## config.mk

```make
export PLATFORM = sky130hd
export DESIGN_NAME = mem_wb_stage
export DESIGN_NICKNAME = d
export VERILOG_FILES = /design/src/rtl/mem_wb_stage.sv
export SDC_FILE = /design/constraint.sdc
export NUM_CORES = 1
export LEC_CHECK = 0
export ABC_CLOCK_PERIOD_IN_PS = 1600
export BUFFER_PORTS_ARGS = -buffer_cell sky130_fd_sc_hd__buf_4
export CAP_MARGIN = 25
export CORE_MARGIN = 4
export CORE_UTILIZATION = 47
export DETAILED_ROUTE_END_ITERATION = 6
export PLACE_DENSITY_LB_ADDON = 0.05
export SYNTH_ARGS = -nofsm -noshare
export SYNTH_HDL_FRONTEND = slang
export SYNTH_SLANG_ARGS = --single-unit
```

## constraint.sdc

```tcl
create_clock -name clk -period 1.6 [get_ports clk]
set_input_delay 0.16 -clock clk [delete_from_list [all_inputs] [get_ports clk]]
set_output_delay 0.16 -clock clk [all_outputs]
set_load 0.01 [all_outputs]
```

## src/rtl/mem_wb_stage.sv

```systemverilog
`default_nettype none
// ============================================================================
// Module      : mem_wb_stage
// Description : MEM/WB pipeline stage. Aligns and extends load data, selects
//               the writeback value on the input side and holds up to two
//               entries (head + skid) behind a registered in_ready.
//               Register-file write and forwarding outputs come from the head.
// Revision    : 1.0 - initial release
// ============================================================================
module mem_wb_stage #(
    parameter int DATA_W     = 32,
    parameter int REG_ADDR_W = 5
) (
    input  logic                  clk,
    input  logic                  rst_n,
    input  logic                  flush,
    input  logic                  in_valid,
    output logic                  in_ready,
    input  logic [DATA_W-1:0]     in_alu_result,
    input  logic [DATA_W-1:0]     in_mem_rdata,
    input  logic [DATA_W-1:0]     in_pc_plus4,
    input  logic [REG_ADDR_W-1:0] in_rd,
    input  logic                  in_reg_write,
    input  logic [1:0]            in_wb_sel,
    input  logic [1:0]            in_mem_size,
    input  logic                  in_mem_unsigned,
    output logic                  out_valid,
    input  logic                  out_ready,
    output logic                  wb_we,
    output logic [REG_ADDR_W-1:0] wb_rd,
    output logic [DATA_W-1:0]     wb_data
);

    localparam logic [1:0] ST_EMPTY = 2'd0;
    localparam logic [1:0] ST_ONE   = 2'd1;
    localparam logic [1:0] ST_TWO   = 2'd2;

    logic [1:0]            state;
    logic [1:0]            state_nxt;

    logic                  head_we;
    logic [REG_ADDR_W-1:0] head_rd;
    logic [DATA_W-1:0]     head_data;
    logic                  skid_we;
    logic [REG_ADDR_W-1:0] skid_rd;
    logic [DATA_W-1:0]     skid_data;

    logic                  accept;
    logic                  pop;
    logic [7:0]            byte_sel;
    logic [15:0]           half_sel;
    logic [DATA_W-1:0]     load_val;
    logic [DATA_W-1:0]     new_data;
    logic                  new_we;

    assign accept = in_valid & in_ready & ~flush;
    assign pop    = out_valid & out_ready;
    assign new_we = in_reg_write & (in_rd != '0);

    // Load alignment: pick the addressed byte/half lane and extend it.
    always_comb begin
        byte_sel = 8'h00;
        case (in_alu_result[1:0])
            2'd0:    byte_sel = in_mem_rdata[7:0];
            2'd1:    byte_sel = in_mem_rdata[15:8];
            2'd2:    byte_sel = in_mem_rdata[23:16];
            default: byte_sel = in_mem_rdata[31:24];
        endcase
        half_sel = in_alu_result[1] ? in_mem_rdata[31:16] : in_mem_rdata[15:0];
        case (in_mem_size)
            2'd0:    load_val = {{(DATA_W-8){~in_mem_unsigned & byte_sel[7]}}, byte_sel};
            2'd1:    load_val = {{(DATA_W-16){~in_mem_unsigned & half_sel[15]}}, half_sel};
            default: load_val = in_mem_rdata;
        endcase
    end

    // Writeback source select, resolved before the value is stored.
    always_comb begin
        case (in_wb_sel)
            2'd0:    new_data = in_alu_result;
            2'd1:    new_data = load_val;
            2'd2:    new_data = in_pc_plus4;
            default: new_data = '0;
        endcase
    end

    // Occupancy next-state; flush overrides everything.
    always_comb begin
        state_nxt = state;
        case (state)
            ST_EMPTY: if (accept) state_nxt = ST_ONE;
            ST_ONE: begin
                if (accept && !pop)      state_nxt = ST_TWO;
                else if (pop && !accept) state_nxt = ST_EMPTY;
            end
            ST_TWO:  if (pop) state_nxt = ST_ONE;
            default: state_nxt = ST_EMPTY;
        endcase
        if (flush) state_nxt = ST_EMPTY;
    end

    // State and registered ready; ready drops only when both entries are full.
    always_ff @(posedge clk or negedge rst_n) begin
        if (!rst_n) begin
            state    <= ST_EMPTY;
            in_ready <= 1'b1;
        end else begin
            state    <= state_nxt;
            in_ready <= (state_nxt != ST_TWO);
        end
    end

    // Entry storage: new data goes to head when head frees up, else to skid.
    always_ff @(posedge clk or negedge rst_n) begin
        if (!rst_n) begin
            head_we   <= 1'b0;
            head_rd   <= '0;
            head_data <= '0;
            skid_we   <= 1'b0;
            skid_rd   <= '0;
            skid_data <= '0;
        end else begin
            if (accept && (state == ST_EMPTY || (state == ST_ONE && pop))) begin
                head_we   <= new_we;
                head_rd   <= in_rd;
                head_data <= new_data;
            end else if (state == ST_TWO && pop) begin
                head_we   <= skid_we;
                head_rd   <= skid_rd;
                head_data <= skid_data;
            end
            if (accept && state == ST_ONE && !pop) begin
                skid_we   <= new_we;
                skid_rd   <= in_rd;
                skid_data <= new_data;
            end
        end
    end

    assign out_valid = (state != ST_EMPTY);
    assign wb_rd     = head_rd;
    assign wb_data   = head_data;
    assign wb_we     = out_valid & out_ready & head_we;

endmodule
`default_nettype wire

```

# Word level (Yosys, flattened, before mapping)
# Index checks and enable logic that the tools add are counted.
[totals]
register_bits = 79
input_bits = 112
out_inout_bits = 40
word_cells = 58
[classes]
n_eq_ne = 8
mux = 16
n_bitwise = 9
reduce_logical = 17
[op_table]
columns = ["cell", "n"]
rows = [
  ["32-bit one-hot mux with 3 select lines", 1],
  ["32-bit 2-to-1 mux", 2],
  ["32-bit one-hot mux with 2 select lines", 1],
  ["8-bit one-hot mux with 3 select lines", 1],
  ["16-bit 2-to-1 mux", 1],
  ["2-bit 2-to-1 mux", 5],
  ["5-bit 2-to-1 mux", 2],
  ["2-bit by 1-bit equality test with 1-bit output, second input constant", 4],
  ["2-bit zero test", 4],
  ["1-bit AND", 7],
  ["1-bit logical AND", 7],
  ["2-bit equality test, second input constant", 3],
  ["2-bit one-hot mux with 3 select lines", 1],
  ["5-bit nonzero test", 1],
  ["2-bit nonzero test", 2],
  ["1-bit zero test", 2],
  ["1-bit 2-to-1 mux", 2],
  ["2-bit inequality test, second input constant", 1],
  ["1-bit NOT", 2],
  ["1-bit logical OR", 1],
]

# Depth between registers and ports, before layout
[logic_depth]
word_depth = 9
mapped_depth = 7
depth_no_buf = 4

# Least setup slack after synthesis
# OpenSTA, ideal clock, no wires.
[synth_path]
kind = "reg-to-reg"
from = "register in_ready"
to = "register skid_data[16]"
setup_ns = 0.121
arrival_ns = 1.535
required_time_ns = 1.479
path_slack_ns = -0.056
stages_incl_launch_ff = 7
n_path_buf = 2
period_less_slack_ns = 1.656
path_cell_list = "dfstp_2 and4bb_4 and2_1 buf_2 o21ai_4 buf_4 o22a_1"
[synth_between]
elab_chain_cells = 4
[synth_lines]
columns = ["item", "line_no", "source"]
rows = [
  ["start, declared", "18", "output logic in_ready,"],
  ["start signal, assigned", "109", "in_ready <= (state_nxt != ST_TWO);"],
  ["1-bit AND (2 in a row)", "56", "assign accept = in_valid & in_ready & ~flush;"],
  ["1-bit logical AND (2 in a row)", "132", "if (accept && state == ST_ONE && !pop) begin"],
  ["end signal, assigned", "135", "skid_data <= new_data;"],
  ["end, declared", "46", "logic [DATA_W-1:0] skid_data;"],
]
# No other way between the ends.
# A chain may end at the register's enable or synchronous reset.

# Worst setup path after layout
[layout_path]
from = "register in_ready"
to = "register head_data[8] (netlist: wb_data[8])"
[layout_between]
elab_chain_cells = 4
word_cells_on_any_way = 5
cone_classes = "mux (1); bitwise (2); reduce/logical (2)"
[layout_lines]
columns = ["item", "line_no", "source"]
rows = [
  ["1-bit AND * (2 in a row)", "56", ""],
  ["1-bit logical AND *", "123", "if (accept && (state == ST_EMPTY || (state == ST_ONE && pop))) begin"],
  ["32-bit 2-to-1 mux / 2-bit nonzero test (equally long branches)", "-", ""],
  ["end signal, assigned", "126", "head_data <= new_data;"],
  ["end signal, assigned", "130", "head_data <= skid_data;"],
  ["end, declared", "43", "logic [DATA_W-1:0] head_data;"],
]
# Every way passes the cells marked *; elsewhere a longest branch is shown, timed or not.

==> impl_metrics.env <==
export IMPL_crit_chain="and4bb_4 -> buf_6 -> and2_4 -> buf_12 -> nand3_4 -> o211ai_2"
export IMPL_syn_inst=475
export IMPL_p_per_area_mw_per_mm2=937
export IMPL_final_cell_mix="buf_4 (175), dfrtp_1 (78), mux2i_1 (58)"
export IMPL_finalCritPeriodShare_pct=102
export IMPL_synth_compound_area_share_pct=26.8
export IMPL_start_util_pct=48.5
export IMPL_p_int_mw=4.29
export IMPL_grt_pass1_wl_um=24300
export IMPL_seq_area_frac_synth_pct=41.5
export IMPL_syn_avg_cell_area_um2=10.0
export IMPL_skew_ns=0.0134
export IMPL_min_path_type="primary input to register"
export IMPL_use_met2_pct=42.9
export IMPL_fmax_ghz=0.613
export IMPL_grt_pass1_vias=4484
export IMPL_die_x_um=109
export IMPL_drt_initial_drc_count=335
export IMPL_area_delta_synth_final_pct=44.7
export IMPL_synth_fa_ha_area_share_pct=0
export IMPL_coreArea_mm2=0.00982
export IMPL_power_frac_comb_pct=33.2
export IMPL_placedCellCount=757
export IMPL_grt_met3_usage_pct=4.50
export IMPL_wl_per_cell_um=19.9
export IMPL_arrival_ns=1.93
export IMPL_slew_viol_final=0
export IMPL_reg2reg_slack_ns=-0.03
export IMPL_status="finished with violations"
export IMPL_cts_root_buf="clkbuf_8"
export IMPL_vias_per_cell=5.78
export IMPL_cts_tree="done"
export IMPL_ir_drop_mv=0.535
export IMPL_grt_most_used_layer="met2"
export IMPL_rows=36
export IMPL_yosys_warnings=0
export IMPL_fin_crit_ns=1.63
export IMPL_numCtsBuffers=9
export IMPL_sw_frac_of_total_pct=33.6
export IMPL_antenna_found_initial=0
export IMPL_yosys_area_share_simple_pct=14.1
export IMPL_path_class="register to register"
export IMPL_syn_nets=587
export IMPL_slew_headroom_pct=58.2
export IMPL_synth_xor_area_share_pct=0
export IMPL_finalHoldViolCount=0
export IMPL_track_usage_pct=26.4
export IMPL_gp_congestion=0.816
export IMPL_fin_ws_ns=-0.0325
export IMPL_cp_num_buf_inv=2
export IMPL_synthDistinctLibCells=52
export IMPL_grt_overflow=0
export IMPL_cp_end_kind="register"
export IMPL_postRouteAntennaNets=0
export IMPL_cp_top_family="simple AND/OR/NAND/NOR gates"
export IMPL_synthMuxAreaShare_pct=12.9
export IMPL_synth_seq_cells=79
export IMPL_dieArea_mm2=0.0118
export IMPL_drv_cap=0
export IMPL_drive_gt1_share_pct=43.2
export IMPL_cp_start_kind="register"
export IMPL_num_io_pins=152
export IMPL_utilization_pct=70.2
export IMPL_p_clk_share_pct=22.7
export IMPL_p_leak_nw=3.11
export IMPL_critical_path_max_stage_delay_ns=0.54
export IMPL_path_clk_slew_ns=0.11
export IMPL_synth_edf_count=0
export IMPL_drtPass1Iterations=5
export IMPL_insertion_delay_ns=0.37
export IMPL_syn_area_mm2=0.00477
export IMPL_rsz0062_at_grt="true"
export IMPL_cts_htree_levels=3
export IMPL_critPathMaxFanout=10
export IMPL_synth_top_family_by_area="compound AO/OA/AOI/OAI gates"
export IMPL_clkSinkCount=79
export IMPL_diodes=0
export IMPL_grt_use_met1_pct=36.9
export IMPL_crit_required_ns=1.89
export IMPL_worst_pin_slew_ns=0.626
export IMPL_port_buffers=151
export IMPL_die_y_um=109
export IMPL_drt_wl_total_um=15700
export IMPL_violations="setup timing"
export IMPL_drc=0
export IMPL_synthFlopType="dfrtp_1"
export IMPL_layout_commonest_cell="buf_4"
export IMPL_p_switching_mw=2.17
export IMPL_tns_ns=-0.378
export IMPL_final_nets=762
export IMPL_async_flop_share_pct=100
export IMPL_grt_max_degree=40
export IMPL_setup_viol=30
export IMPL_stdcell_count=788
export IMPL_cp_slowest_cell="dfstp_2"
export IMPL_seqPwrFrac_pct=44.1
export IMPL_via_count=4553
export IMPL_dp_hpwl_um=11200
export IMPL_clock_path_buffers=2
final cells by class:
cell class | count | area, µm²
flip-flops and latches | 79 | 1980
well taps | 133 | 166
clock buffers | 9 | 124
inverters | 6 | 22.5
fillers | 731 | 2920
clock inverters | 7 | 66.3
repair buffers | 203 | 1750
multi-input cells | 351 | 2790
worst paths after layout:
| kind | startpoint | cells after the start | endpoint |
|---|---|---|---|
| worst min-delay path | in_rd[0] | 3 | skid_rd[0] |
| worst min register to register | wb_rd[0] | 2 | wb_rd[0] |
| max in group asynchronous | rst_n | 3 | wb_data[17] |
| worst max-delay path | in_ready | 6 | wb_data[8] |
| worst max register to register | in_ready | 6 | wb_data[8] |
| min in group asynchronous | rst_n | 2 | state[1] |
worst min-delay path: stages:
cell     delay [ns]
buf_4          0.09
nand2_1        0.05
nand2_1        0.05
through the flow:
stage          hold slack [ns]  setup WS [ns]  power, mW  cell area, µm²
6_report                0.0104        -0.0325       6.46            6900
5_1_grt                 0.0190         -0.108       6.80            6900
4_1_cts                0.00153        -0.0397       6.30            6610
3_5_place_dp             0.134         -0.182       4.80            6250
3_3_place_gp             0.137         -0.162       4.71            6250
2_1_floorplan           -0.136         0.0178       3.84            4780
cell usage after synthesis (2+ instances only):
cell | number | area, µm²
dfrtp_1 | 78 | 1950
mux2i_1 | 58 | 581
nor2_1 | 51 | 191
nand2_1 | 43 | 161
o22a_1 | 24 | 210
buf_2 | 23 | 115
o2bb2ai_1 | 16 | 140
o22ai_1 | 15 | 93.8
a22oi_1 | 14 | 105
o21ai_0 | 12 | 60.1
clkbuf_1 | 11 | 41.3
a2bb2oi_2 | 10 | 150
nor2b_1 | 10 | 62.6
a21oi_1 | 9 | 45.0
and2_1 | 8 | 50.1
o211ai_1 | 8 | 60.1
o21ai_1 | 8 | 40.0
a221oi_1 | 7 | 61.3
o211ai_2 | 7 | 87.6
a2bb2oi_1 | 6 | 52.6
a311o_1 | 6 | 60.1
inv_1 | 6 | 22.5
nand2b_1 | 5 | 31.3
and3_1 | 4 | 25.0
and3b_1 | 2 | 17.5
buf_1 | 2 | 7.51
buf_4 | 2 | 15.0
buf_6 | 2 | 22.5
nand3_1 | 2 | 10.0
nand3b_1 | 2 | 15.0
nor3_1 | 2 | 10.0
o21ai_4 | 2 | 32.5
state kept, by name (all words and copies together) (netlist names):
name       flops
skid_data     32
wb_data       32
skid_rd        5
wb_rd          5
state          2
head_we        1
in_ready       1
skid_we        1
per-layer routing:
metal	wire length (µm)	part of all wire (%)	up-vias
met2	7790	50	186
li1	-	-	2130
met1	6680	42	2216
met4	231	1.5	0
met5	0	0	-
met3	1020	6.5	21
power by group through the flow:
stage / logic (mW) / clock network [mW] / registers, mW
global placement: 1.89 / 0 / 2.82
detailed placement: 1.95 / 0 / 2.84
finish: 2.14 / 1.47 / 2.85
floorplan: 0.968 / 0 / 2.87
CTS: 2.01 / 1.48 / 2.82
global route: 2.33 / 1.57 / 2.90
cell families after synthesis:
kind of cell | count (synthesis)
AOI/OAI and AO/OA | 151
buffers and inverters | 46
DFF | 79
muxes | 60
and+or+nand+nor | 139
timing repair:
item                                    in CTS  in global routing
gates resized for setup                     19                 45
pin swaps                                   19                 17
hold buffers                                 4                  0
endpoints found under the setup margin      69                 69
buffers inserted                             4                  4
endpoints found under the hold margin       32                  0
gates cloned                                 1                  3
No activity file was read; power rests on OpenSTA's default activity.
